--- config.mk ---
export PLATFORM = sky130hd
export DESIGN_NAME = rr_arbiter_weighted
export DESIGN_NICKNAME = d
export VERILOG_FILES = /design/src/rtl/rr_arbiter_weighted.sv
export SDC_FILE = /design/constraint.sdc
export NUM_CORES = 1
export LEC_CHECK = 0
export BUFFER_PORTS_ARGS = -buffer_cell sky130_fd_sc_hd__buf_4
export CORE_MARGIN = 2
export CORE_UTILIZATION = 40
export CTS_BUF_LIST = sky130_fd_sc_hd__clkbuf_16
export DETAILED_ROUTE_END_ITERATION = 12
export GPL_TIMING_DRIVEN = 0
export PLACE_DENSITY_LB_ADDON = 0.1
export SLEW_MARGIN = 0
export SYNTH_ARGS = -nofsm -noshare
export SYNTH_HDL_FRONTEND = slang
export SYNTH_SLANG_ARGS = --single-unit
--- constraint.sdc ---
create_clock -name clk -period 2 [get_ports clk]
set_input_delay 0.3 -clock clk [delete_from_list [all_inputs] [get_ports clk]]
set_output_delay 0.3 -clock clk [all_outputs]
set_load 0.02 [all_outputs]
--- src/rtl/rr_arbiter_weighted.sv ---
// Weighted round-robin arbiter: one registered one-hot grant, held until ack or abort.
// Latency: request to grant 1 cycle; after each release the grant drops for at least one cycle.
// Backpressure: a granted requester keeps the grant until it acks or drops its request.
//
// Ports:
//   clk        rising-edge clock
//   rst_an     asynchronous active-low reset
//   req[N]     request, one bit per requester
//   ack[N]     completion; only the bit of the granted requester is honoured
//   weight     N fields of CW bits; field value w allows w+1 consecutive grants
//   grant[N]   registered one-hot grant, zero when idle
//   grant_idx  binary index of the granted requester, zero when idle
//   busy       high exactly when grant is non-zero
module rr_arbiter_weighted #(
  parameter int N  = 4,
  parameter int CW = 2,
  localparam int IW = (N > 1) ? $clog2(N) : 1
) (
  input  logic            clk,
  input  logic            rst_an,
  input  logic [N-1:0]    req,
  input  logic [N-1:0]    ack,
  input  logic [N*CW-1:0] weight,
  output logic [N-1:0]    grant,
  output logic [IW-1:0]   grant_idx,
  output logic            busy
);

  typedef enum logic {
    ST_IDLE  = 1'b0,
    ST_GRANT = 1'b1
  } state_t;

  state_t          state_q, state_d;
  logic [IW-1:0]   ptr_q, ptr_d;     // highest-priority requester
  logic [CW-1:0]   cnt_q, cnt_d;     // consecutive grants already used by ptr
  logic [IW-1:0]   idx_q, idx_d;     // granted index
  logic [N-1:0]    grant_q, grant_d;

  logic            pick_vld;
  logic [IW-1:0]   pick_idx;
  logic            ack_hit;
  logic            req_hit;
  logic [CW-1:0]   w_cur;

  // (a + b) mod N for a < N and b < N, without a general divider.
  function automatic logic [IW-1:0] wrap_add(input logic [IW-1:0] a, input int b);
    int s;
    s = int'(a) + b;
    if (s >= N) s = s - N;
    return IW'(s);
  endfunction

  // First asserted request scanning ptr, ptr+1, ..., wrapping at N.
  always_comb begin
    pick_vld = 1'b0;
    pick_idx = '0;
    for (int k = 0; k < N; k++) begin
      if (!pick_vld && req[wrap_add(ptr_q, k)]) begin
        pick_vld = 1'b1;
        pick_idx = wrap_add(ptr_q, k);
      end
    end
  end

  assign ack_hit = ack[idx_q];
  assign req_hit = req[idx_q];
  assign w_cur   = weight[idx_q*CW +: CW];

  always_comb begin
    state_d = state_q;
    ptr_d   = ptr_q;
    cnt_d   = cnt_q;
    idx_d   = idx_q;
    grant_d = grant_q;
    case (state_q)
      ST_IDLE: begin
        if (pick_vld) begin
          state_d          = ST_GRANT;
          idx_d            = pick_idx;
          grant_d          = '0;
          grant_d[pick_idx] = 1'b1;
        end
      end
      ST_GRANT: begin
        // ack wins over a simultaneous request drop.
        if (ack_hit) begin
          state_d = ST_IDLE;
          idx_d   = '0;
          grant_d = '0;
          if (cnt_q == w_cur) begin
            ptr_d = wrap_add(idx_q, 1);
            cnt_d = '0;
          end else begin
            // Plain wrapping counter, so a lowered weight is caught after wrap.
            ptr_d = idx_q;
            cnt_d = cnt_q + 1'b1;
          end
        end else if (!req_hit) begin
          state_d = ST_IDLE;
          idx_d   = '0;
          grant_d = '0;
          ptr_d   = wrap_add(idx_q, 1);
          cnt_d   = '0;
        end
      end
      default: begin
        state_d = ST_IDLE;
        idx_d   = '0;
        grant_d = '0;
      end
    endcase
  end

  always_ff @(posedge clk or negedge rst_an) begin
    if (!rst_an) begin
      state_q <= ST_IDLE;
      ptr_q   <= '0;
      cnt_q   <= '0;
      idx_q   <= '0;
      grant_q <= '0;
    end else begin
      state_q <= state_d;
      ptr_q   <= ptr_d;
      cnt_q   <= cnt_d;
      idx_q   <= idx_d;
      grant_q <= grant_d;
    end
  end

  assign grant     = grant_q;
  assign grant_idx = idx_q;
  assign busy      = (state_q == ST_GRANT);

endmodule

---- Word-level counts from Yosys, hierarchy flattened ----
Cells that the tools add are included.
cells by class
  $add $sub $neg .......................... 10
  multiply operators ...................... 0
  divide/modulo/power cells ............... 0
  order comparisons ....................... 12
  equality and inequality tests ........... 4
  shift operators ......................... 1
  multiplexer cells ....................... 44
  bitwise logic cells ..................... 1
  reductions and logical operators ........ 9
operators with widths
  cell                                                                number
  2-to-1 mux 2 bit                                                    17
  < comparator 2 x 3 -> 1 bit (second input constant)                 6
  2-to-1 mux 1 bit                                                    14
  binary-select mux 1 bit (select 2 bit)                              6
  greater-or-equal comparator 3 bit (second input constant)           4
  2-to-1 mux 4 bit                                                    3
  subtractor 2 x 1 -> 2 bit (second input constant)                   5
  case mux 4 bit (2 select lines)                                     1
  indexed part select 8 x 4 -> 2 bit                                  1
  adder 2 x 1 -> 3 bit (second input constant)                        2
  adder 2 x 2 -> 3 bit (second input constant)                        2
  logical AND 1 bit                                                   4
  != test 2 bit (second input constant)                               2
  case mux 2 bit (2 select lines)                                     1
  AND reduction 2 bit                                                 2
  greater-or-equal comparator 2 x 3 -> 1 bit (second input constant)  1
  logical NOT 1 bit                                                   3
  != test 3 bit (second input constant)                               1
  adder 2 x 1 -> 2 bit (second input constant)                        1
  demux 1 bit (select 2 bit)                                          1
  equality test 2 bit                                                 1
  greater-or-equal comparator 2 x 1 -> 1 bit (second input constant)  1
  case mux 1 bit (2 select lines)                                     1
  NOT 1 bit                                                           1
word-level totals
  register bits ........................... 11
  bits in latches ......................... 0
  memory bits (writable) .................. 0
  memory bits (read-only) ................. 0
  input bits .............................. 18
  output and inout port bits .............. 7
  word-level logic and storage cells ...... 86
  memories kept ........................... 0

---- Depth between registers and ports, before layout ----
Gate-level depths: netlist of run 1.
  depth after elaboration ................. 20
  gate-level depth with buffers ........... 7
  mapped depth without buffers ............ 5

---- Least setup slack after synthesis of run 1 ----
Ideal clock, no wire load.
  path type ............................... flip-flop to flip-flop
  from .................................... reg idx_q[0] (netlist: grant_idx[0])
  to ...................................... reg ptr_q[0]
  setup time .............................. 120 ps
  data arrival time ....................... 1653 ps
  required time ........................... 1880 ps
  path slack .............................. 227 ps
  cell stages (with the launch flop) ...... 5
  buffers on the path ..................... 1
  clock period less this slack ............ 1773 ps
  cell sequence ........................... dfrtp_1 mux4_2 o31a_1 buf_6 a31o_1
between the ends
  cells in the longest elaborated chain, start to end .. 5
  elaborated cells on any way between the ends .. 15
  classes of those cells .................. add/sub: 2; order compare: 1; eq/ne: 2; shift: 1; mux: 8; reduce/logical: 1
ends and longest elaborated chain
  item                                                                            line    RTL
  start: declaration                                                              37      logic [IW-1:0] idx_q, idx_d;
  start signal: assignment                                                        126     idx_q <= idx_d;
  adder 2 x 1 -> 3 bit                                                            49      s = int'(a) + b;
  greater-or-equal comparator 3 bit or subtractor 2 x 1 -> 2 bit (tied branches)  50      if (s >= N) s = s - N;
  2-to-1 mux 2 bit                                                                50
  2-to-1 mux 2 bit, on equally long branches                                      99, 91
  2-to-1 mux 2 bit                                                                87      if (ack_hit) begin
  end signal: assignment                                                          124     ptr_q <= ptr_d;
  end: declaration                                                                35      logic [IW-1:0] ptr_q, ptr_d;
Parallel ways exist; a longest one is shown, timed or not. The select of a mux whose other input is x is not followed.
A chain may end at the register's enable or synchronous reset.

---- Worst setup path in the final report of run 1 ----
Same ends and word-level chain as after synthesis.

==> impl_results.md, run 1 <==
* Avg Cell Area, Syn at 9.15 um^2
* CP Class: flop to flop
* Flop pwr share at 26.7%
* Largest net degree at the start of global routing at 12
* Worst-margin pin slew at 0.385 ns
* CTS tree: built
* Comb power frac at 50.3%
* Reg clk slew, reported paths at 0.04 ns
* Most common cell after layout, fill and taps aside: buf_4
* Number of synthesized flops with an enable pin at 0
* Status: finished clean
* Initial core utilization at 42.3%
* Net Sw Power at 591 uW
* Leakage at 0.000473 uW
* Main area contributors after synthesis: dfrtp_1 (38%), mux2i_1 (8.3%), nor2_1 (5.2%)
* Skew final at 0.00497 ns
* Max_cap viols at 0
* Nets at 127
* Synth-to-layout area growth at 41.5%
* Clk_lat worst skew at 0.24 ns
* Yosys reg bits at 11
* CP max FO at 10
* Max Fclk at 561 MHz
* Die area at 2160 um^2
* Grt total ovfl at 0
* Number of DRC markers in iteration 0 at 7
* Sw Share at 38.1%
* Relative slew slack at 74.3%
* Core ar. at 1710 um^2
* Initial antenna violation count at 0
* Die Ht at 46.5 um
* Synth unique cells at 30
* Mapped Cells at 79
* Count of pins over their slew limit at 0
* HP Class: primary input to asynchronous set/reset pin
* Setup tns final at 0 ns
* Worst Setup End Kind: flop
* Vias per cell at 5.02
* Power density over the cells at 1510 nW/um^2
* Power Internal at 959 uW
* Sequential area share after synthesis at 38.1%
* Area leader, netlist: dfrtp_1
* Prevailing post-synth register cell: dfrtp_1
* Mapped cell area at 723 um^2
* Die Width at 46.5 um
* Setup Fix Bufs, Post-CTS at 0
* Min Tclk post-route at 1.78 ns
* Post-synth ARST share at 100%
* Syn Nets at 97
* Final cell count without fillers at 133
* Ys Warns at 0
* Multi-input logic area at 395 um^2
* Worst Path Arrival at 1.90 ns
* Sequential cell area at 275 um^2
* Final Total Pwr at 1550 uW
* Most frequent cells in the layout: buf_4 (24), dfrtp_1 (11), nor2_1 (10)
* H-tree Lvls at 1
* Hold Vio Cnt, Final at 0
* Clock Sinks at 11
* Total wire length at 1590 um
* Top cell type's share of synthesized area at 38.1%
* Number of setup violations in the final report at 0
* Slowest library cell on the worst path: mux4_2
* N_diodes at 0
* Max VDD drop at 1.12 mV
* GPL Wtd Cong at 0.848
* Port bufs at 24
* Number of fill cells at 169
* Finished Core Util at 59.9%
* CP max stage delay at 0.54 ns
* First-pass GRT wire length at 2600 um
* Period Utilization, post-route at 89.2%
* Drt pass-1 iters at 4
* CTS Buffer Depth at 2
* RSZ-0062 raised after global routing: false
* FP Rows at 15
* Dpl cells at 128
* Clk pwr share at 22.9%
* Vias in the first global route at 613
* Via count at 667
* DP Wirelength at 1230 um
* Final ANT Viol Nets at 0
* Ports at 25
* WP data required at 2.12 ns
* Routed len/inst at 11.9 um
* GR Util All Layers at 17.4%
* Root Buffer: clkbuf_16
* Critical path, cell by cell: mux4_2 > o31a_1 > buf_6 > a31o_1
* Cts bufs inserted at 3
* Layout cells sized above 1 at 28.7%
* Startpoint Class: flop
* Residual DRC count at 0
[worst max-delay path: cells and delay by family, from the launching register on]
family / cells / cell delay (ns)
AOI/OAI and AO/OA: 2 / 0.49
buffers and inverters: 1 / 0.17
DFF: 1 / 0.47
muxes: 1 / 0.54
[area by class of cell]
class                      count  share of cell area (%)
clock inverter                 1                   0.367
inverter                       7                    2.57
tap                           25                    3.06
sequential                    11                    26.9
timing repair buffer          25                    18.6
multi-input combinational     58                    38.6
clock buffer                   3                    7.33
buffer                         3                    2.57
[sequential cells by signal (all words and copies together), names as in the netlist]
name	cells
cnt_q	2
grant	4
busy	1
ptr_q	2
grant_idx	2
[kinds of logic (layout without fill, tap and decap cells)]
family	after synthesis	count (layout)	synth area share [%]
AOI/OAI and AO/OA	22	22	23.0
xor gates and xnor gates	4	4	4.84
and+or+nand+nor	25	25	15.4
buffers and inverters	10	39	7.27
muxes	7	7	11.4
DFF	11	11	38.1
[through the flow]
step                      cell area (um^2)  hold WS [ns]  setup slack (ns)
after global routing                  1020         0.465             0.155
after detailed placement               935         0.144             0.227
after CTS                             1020         0.440             0.200
final                                 1020         0.436             0.217
after global placement                 935         0.143             0.214
after floorplan                        723       0.00441             0.227
[power by group through the flow]
stage	registers, uW	logic (uW)	clock network (uW)
2_1_floorplan	473	500	0
3_3_place_gp	416	772	0
3_5_place_dp	417	785	0
4_1_cts	415	789	363
5_1_grt	430	860	374
6_report	414	780	356
[path summary, 6_finish.rpt]
check	startpoint	end	slack, ns	cells after the start
hold / removal	rst_an	ptr_q[1]	0.44	2
hold reg to reg	grant[3]	grant[3]	0.53	2
min in group clk	req[3]	busy	0.48	5
max in group asynchronous	rst_an	cnt_q[1]	1.41	2
setup reg to reg	grant_idx[0]	ptr_q[0]	0.22	4
setup / recovery	grant_idx[0]	ptr_q[0]	0.22	4
[synth_stat cells (2+ instances only)]
master	number
a21oi_1	2
buf_6	2
dfrtp_1	11
inv_1	7
mux2i_1	6
nand2_1	6
nor2_1	10
nor2b_1	3
nor3_1	3
o21ai_0	3
o22ai_1	2
o2bb2ai_1	2
o32ai_1	2
xnor2_1	4
[per-layer routing]
metal	global-route usage (%)	wire, um	share of wire [%]
met2	24.4	695	44
met3	5.88	89	5.6
met4	7.43	13	0.82
met1	24.0	790	50
met5	0	0	0
[timing repair]
item | 4_1_cts | 5_1_grt
gates resized for setup | 0 | 0
hold endpoints to repair | 11 | 0
hold buffers | 1 | 0
Power figures use the tool's default switching activity.
==> run 2: changes to the inputs <==
Settings changed: CTS_BUF_LIST sky130_fd_sc_hd__clkbuf_16 to default.
==> run 2 against run 1 <==
Effect of this change:
- clock-buffer cell count rose by 1
- cell area decreased by 5.1%
- non-clock buffer count is the same
- global-route usage shrank 0.48 points
- via count fell by 0.30%
- cell count unchanged
- wire length rose by 0.25%
- die area is the same
- power fell by 13%
- critical path depth did not move
- fmax about the same
- core utilization shrank 3.1 points
- largest power group unchanged
==> impl_results.md, run 2 (synthesis gave the netlist of run 1 again) <==
* H-tree Lvls at 1 (unchanged)
* First-pass GRT wire length at 2580 um (was 2600 um)
* Initial antenna violation count at 0 (unchanged)
* Layout cells sized above 1 at 28.7% (unchanged)
* Period Utilization, post-route at 89.2% (about the same)
* Number of setup violations in the final report at 0 (unchanged)
* Hold Vio Cnt, Final at 0 (unchanged)
* Max Fclk at 561 MHz (about the same)
* FP Rows at 15 (unchanged)
* Vias in the first global route at 605 (was 613)
* Most frequent cells in the layout: buf_4 (24), dfrtp_1 (11), nor2_1 (10) (unchanged)
* Leakage at 0.000446 uW (was 0.000473 uW)
* Residual DRC count at 0 (unchanged)
* Min Tclk post-route at 1.78 ns (about the same)
* Number of fill cells at 178 (was 169)
* Worst setup slack after layout at 0.216 ns (was 0.217 ns)
* Power density over the cells at 1380 nW/um^2 (was 1510 nW/um^2)
* Final cell count without fillers at 133 (unchanged)
* Vias per cell at 5.00 (was 5.02)
* Clock Sinks at 11 (unchanged)
* Setup Fix Bufs, Post-CTS at 0 (unchanged)
* Startpoint Class: flop (unchanged)
* Core ar. at 1710 um^2 (unchanged)
* Initial core utilization at 42.3% (unchanged)
* Net Sw Power at 570 uW (was 591 uW)
* Die area at 2160 um^2 (unchanged)
* R2R setup slack at 0.22 ns (about the same)
* Most common cell after layout, fill and taps aside: buf_4 (unchanged)
* Die Ht at 46.5 um (unchanged)
* Dpl cells at 128 (unchanged)
* Root Buffer: clkbuf_4 (was clkbuf_16)
* Relative slew slack at 74.1% (was 74.3%)
* Worst-margin pin slew at 0.388 ns (was 0.385 ns)
* R2R Path Start: grant_idx[0] (unchanged)
* Cts bufs inserted at 3 (unchanged)
* Grt total ovfl at 0 (unchanged)
* DP Wirelength at 1230 um (unchanged)
* Total wire length at 1590 um (about the same)
* Worst Setup End Kind: flop (unchanged)
* HP Class: primary input to asynchronous set/reset pin (unchanged)
* Die Width at 46.5 um (unchanged)
* CTS tree: built (unchanged)
* CP Class: flop to flop (unchanged)
* Largest net degree at the start of global routing at 12 (unchanged)
* Setup tns final at 0 ns (unchanged)
* Count of pins over their slew limit at 0 (unchanged)
* Via count at 665 (was 667)
* N_diodes at 0 (unchanged)
* Port bufs at 24 (unchanged)
* Reg2reg path depth at 4 (unchanged)
* Final ANT Viol Nets at 0 (unchanged)
* CTS Buffer Depth at 2 (unchanged)
* GPL Wtd Cong at 0.848 (unchanged)
* Finished Core Util at 56.8% (was 59.9%)
* Ports at 25 (unchanged)
* Status: finished clean (unchanged)
* Reg clk slew, reported paths at 0.07 ns (was 0.04 ns)
* Clk_lat worst skew at 0.27 ns (was 0.24 ns)
* RSZ-0062 raised after global routing: false (unchanged)
* Routed len/inst at 12.0 um (was 11.9 um)
* WP data required at 2.15 ns (was 2.12 ns)
* Number of DRC markers in iteration 0 at 6 (was 7)
* Max VDD drop at 0.729 mV (was 1.12 mV)
* Crit path launch: grant_idx[0] (unchanged)
* Nets at 127 (unchanged)
* Comb power frac at 58.1% (was 50.3%)
* Power Internal at 773 uW (was 959 uW)
* Worst Path Arrival at 1.94 ns (was 1.90 ns)
* Pre-CTS WS at 0.227 ns (unchanged)
* Synth-to-layout area growth at 34.3% (was 41.5%)
* GR Util All Layers at 16.9% (was 17.4%)
* FF-to-FF End: ptr_q[0] (unchanged)
* Sw Share at 42.5% (was 38.1%)
* Max reg flops at 4 (unchanged)
* Flop pwr share at 30.7% (was 26.7%)
* Drt pass-1 iters at 4 (unchanged)
* Max_cap viols at 0 (unchanged)
* Skew final at 0.00745 ns (was 0.00497 ns)
* CP max FO at 10 (unchanged)
* Clk pwr share at 11.2% (was 22.9%)
run 2: changes by cell type in the layout (fill, tap and decap cells not counted), sizes merged:
cell	change
inv	-1
clkbuf	+1
run 2: per-stage QoR:
step | area, um^2 | power [uW] | hold slack, ns
after floorplan | 723 | 972 | 0.00441
after global placement | 935 | 1190 | 0.143
after detailed placement | 935 | 1200 | 0.144
after CTS | 971 | 1360 | 0.394
after global routing | 971 | 1460 | 0.413
final | 971 | 1340 | 0.398
run 2: power groups by stage:
| stage | Clock, uW | Sequential [uW] | Combinational (uW) |
|---|---|---|---|
| floorplan | 0 | 473 | 500 |
| global placement | 0 | 416 | 772 |
| detailed placement | 0 | 417 | 785 |
| CTS | 160 | 413 | 791 |
| global route | 169 | 428 | 859 |
| finish | 150 | 412 | 781 |
run 2: cell type report:
type / instances / area [um^2] / share of cell area (%)
multi-input combinational: 58 / 395 / 40.7
inverter: 7 / 26.3 / 2.71
tap: 25 / 31.3 / 3.22
timing repair buffer: 25 / 190 / 19.6
sequential: 11 / 275 / 28.4
buffer: 3 / 26.3 / 2.71
clock buffer: 4 / 26.3 / 2.71
run 2: worst max-delay path by stage:
stage               slack (ns)  endpoint
floorplan                 0.23  ptr_q[0]
global placement          0.21  ptr_q[0]
detailed placement        0.23  ptr_q[0]
CTS                       0.20  ptr_q[0]
global route              0.15  ptr_q[0]
finish                    0.22  ptr_q[0]
run 2: worst max-delay path: stages (launching register included):
cell     delay [ns]
dfrtp_1        0.48
mux4_2         0.53
o31a_1         0.32
buf_6          0.17
a31o_1         0.17
run 2: routing by layer:
metal / wire [um] / global-route usage, % / vias up
met2: 715 / 24.2 / 16
met4: 6 / 4.00 / 0
met1: 783 / 24.0 / 307
met3: 87 / 6.27 / 2
li1: - / - / 340
met5: 0 / 0 / -
run 2: timing repair:
item / CTS / global route
endpoints found under the hold margin: 11 / 0
gates resized for setup: 0 / 0
hold buffers: 1 / 0
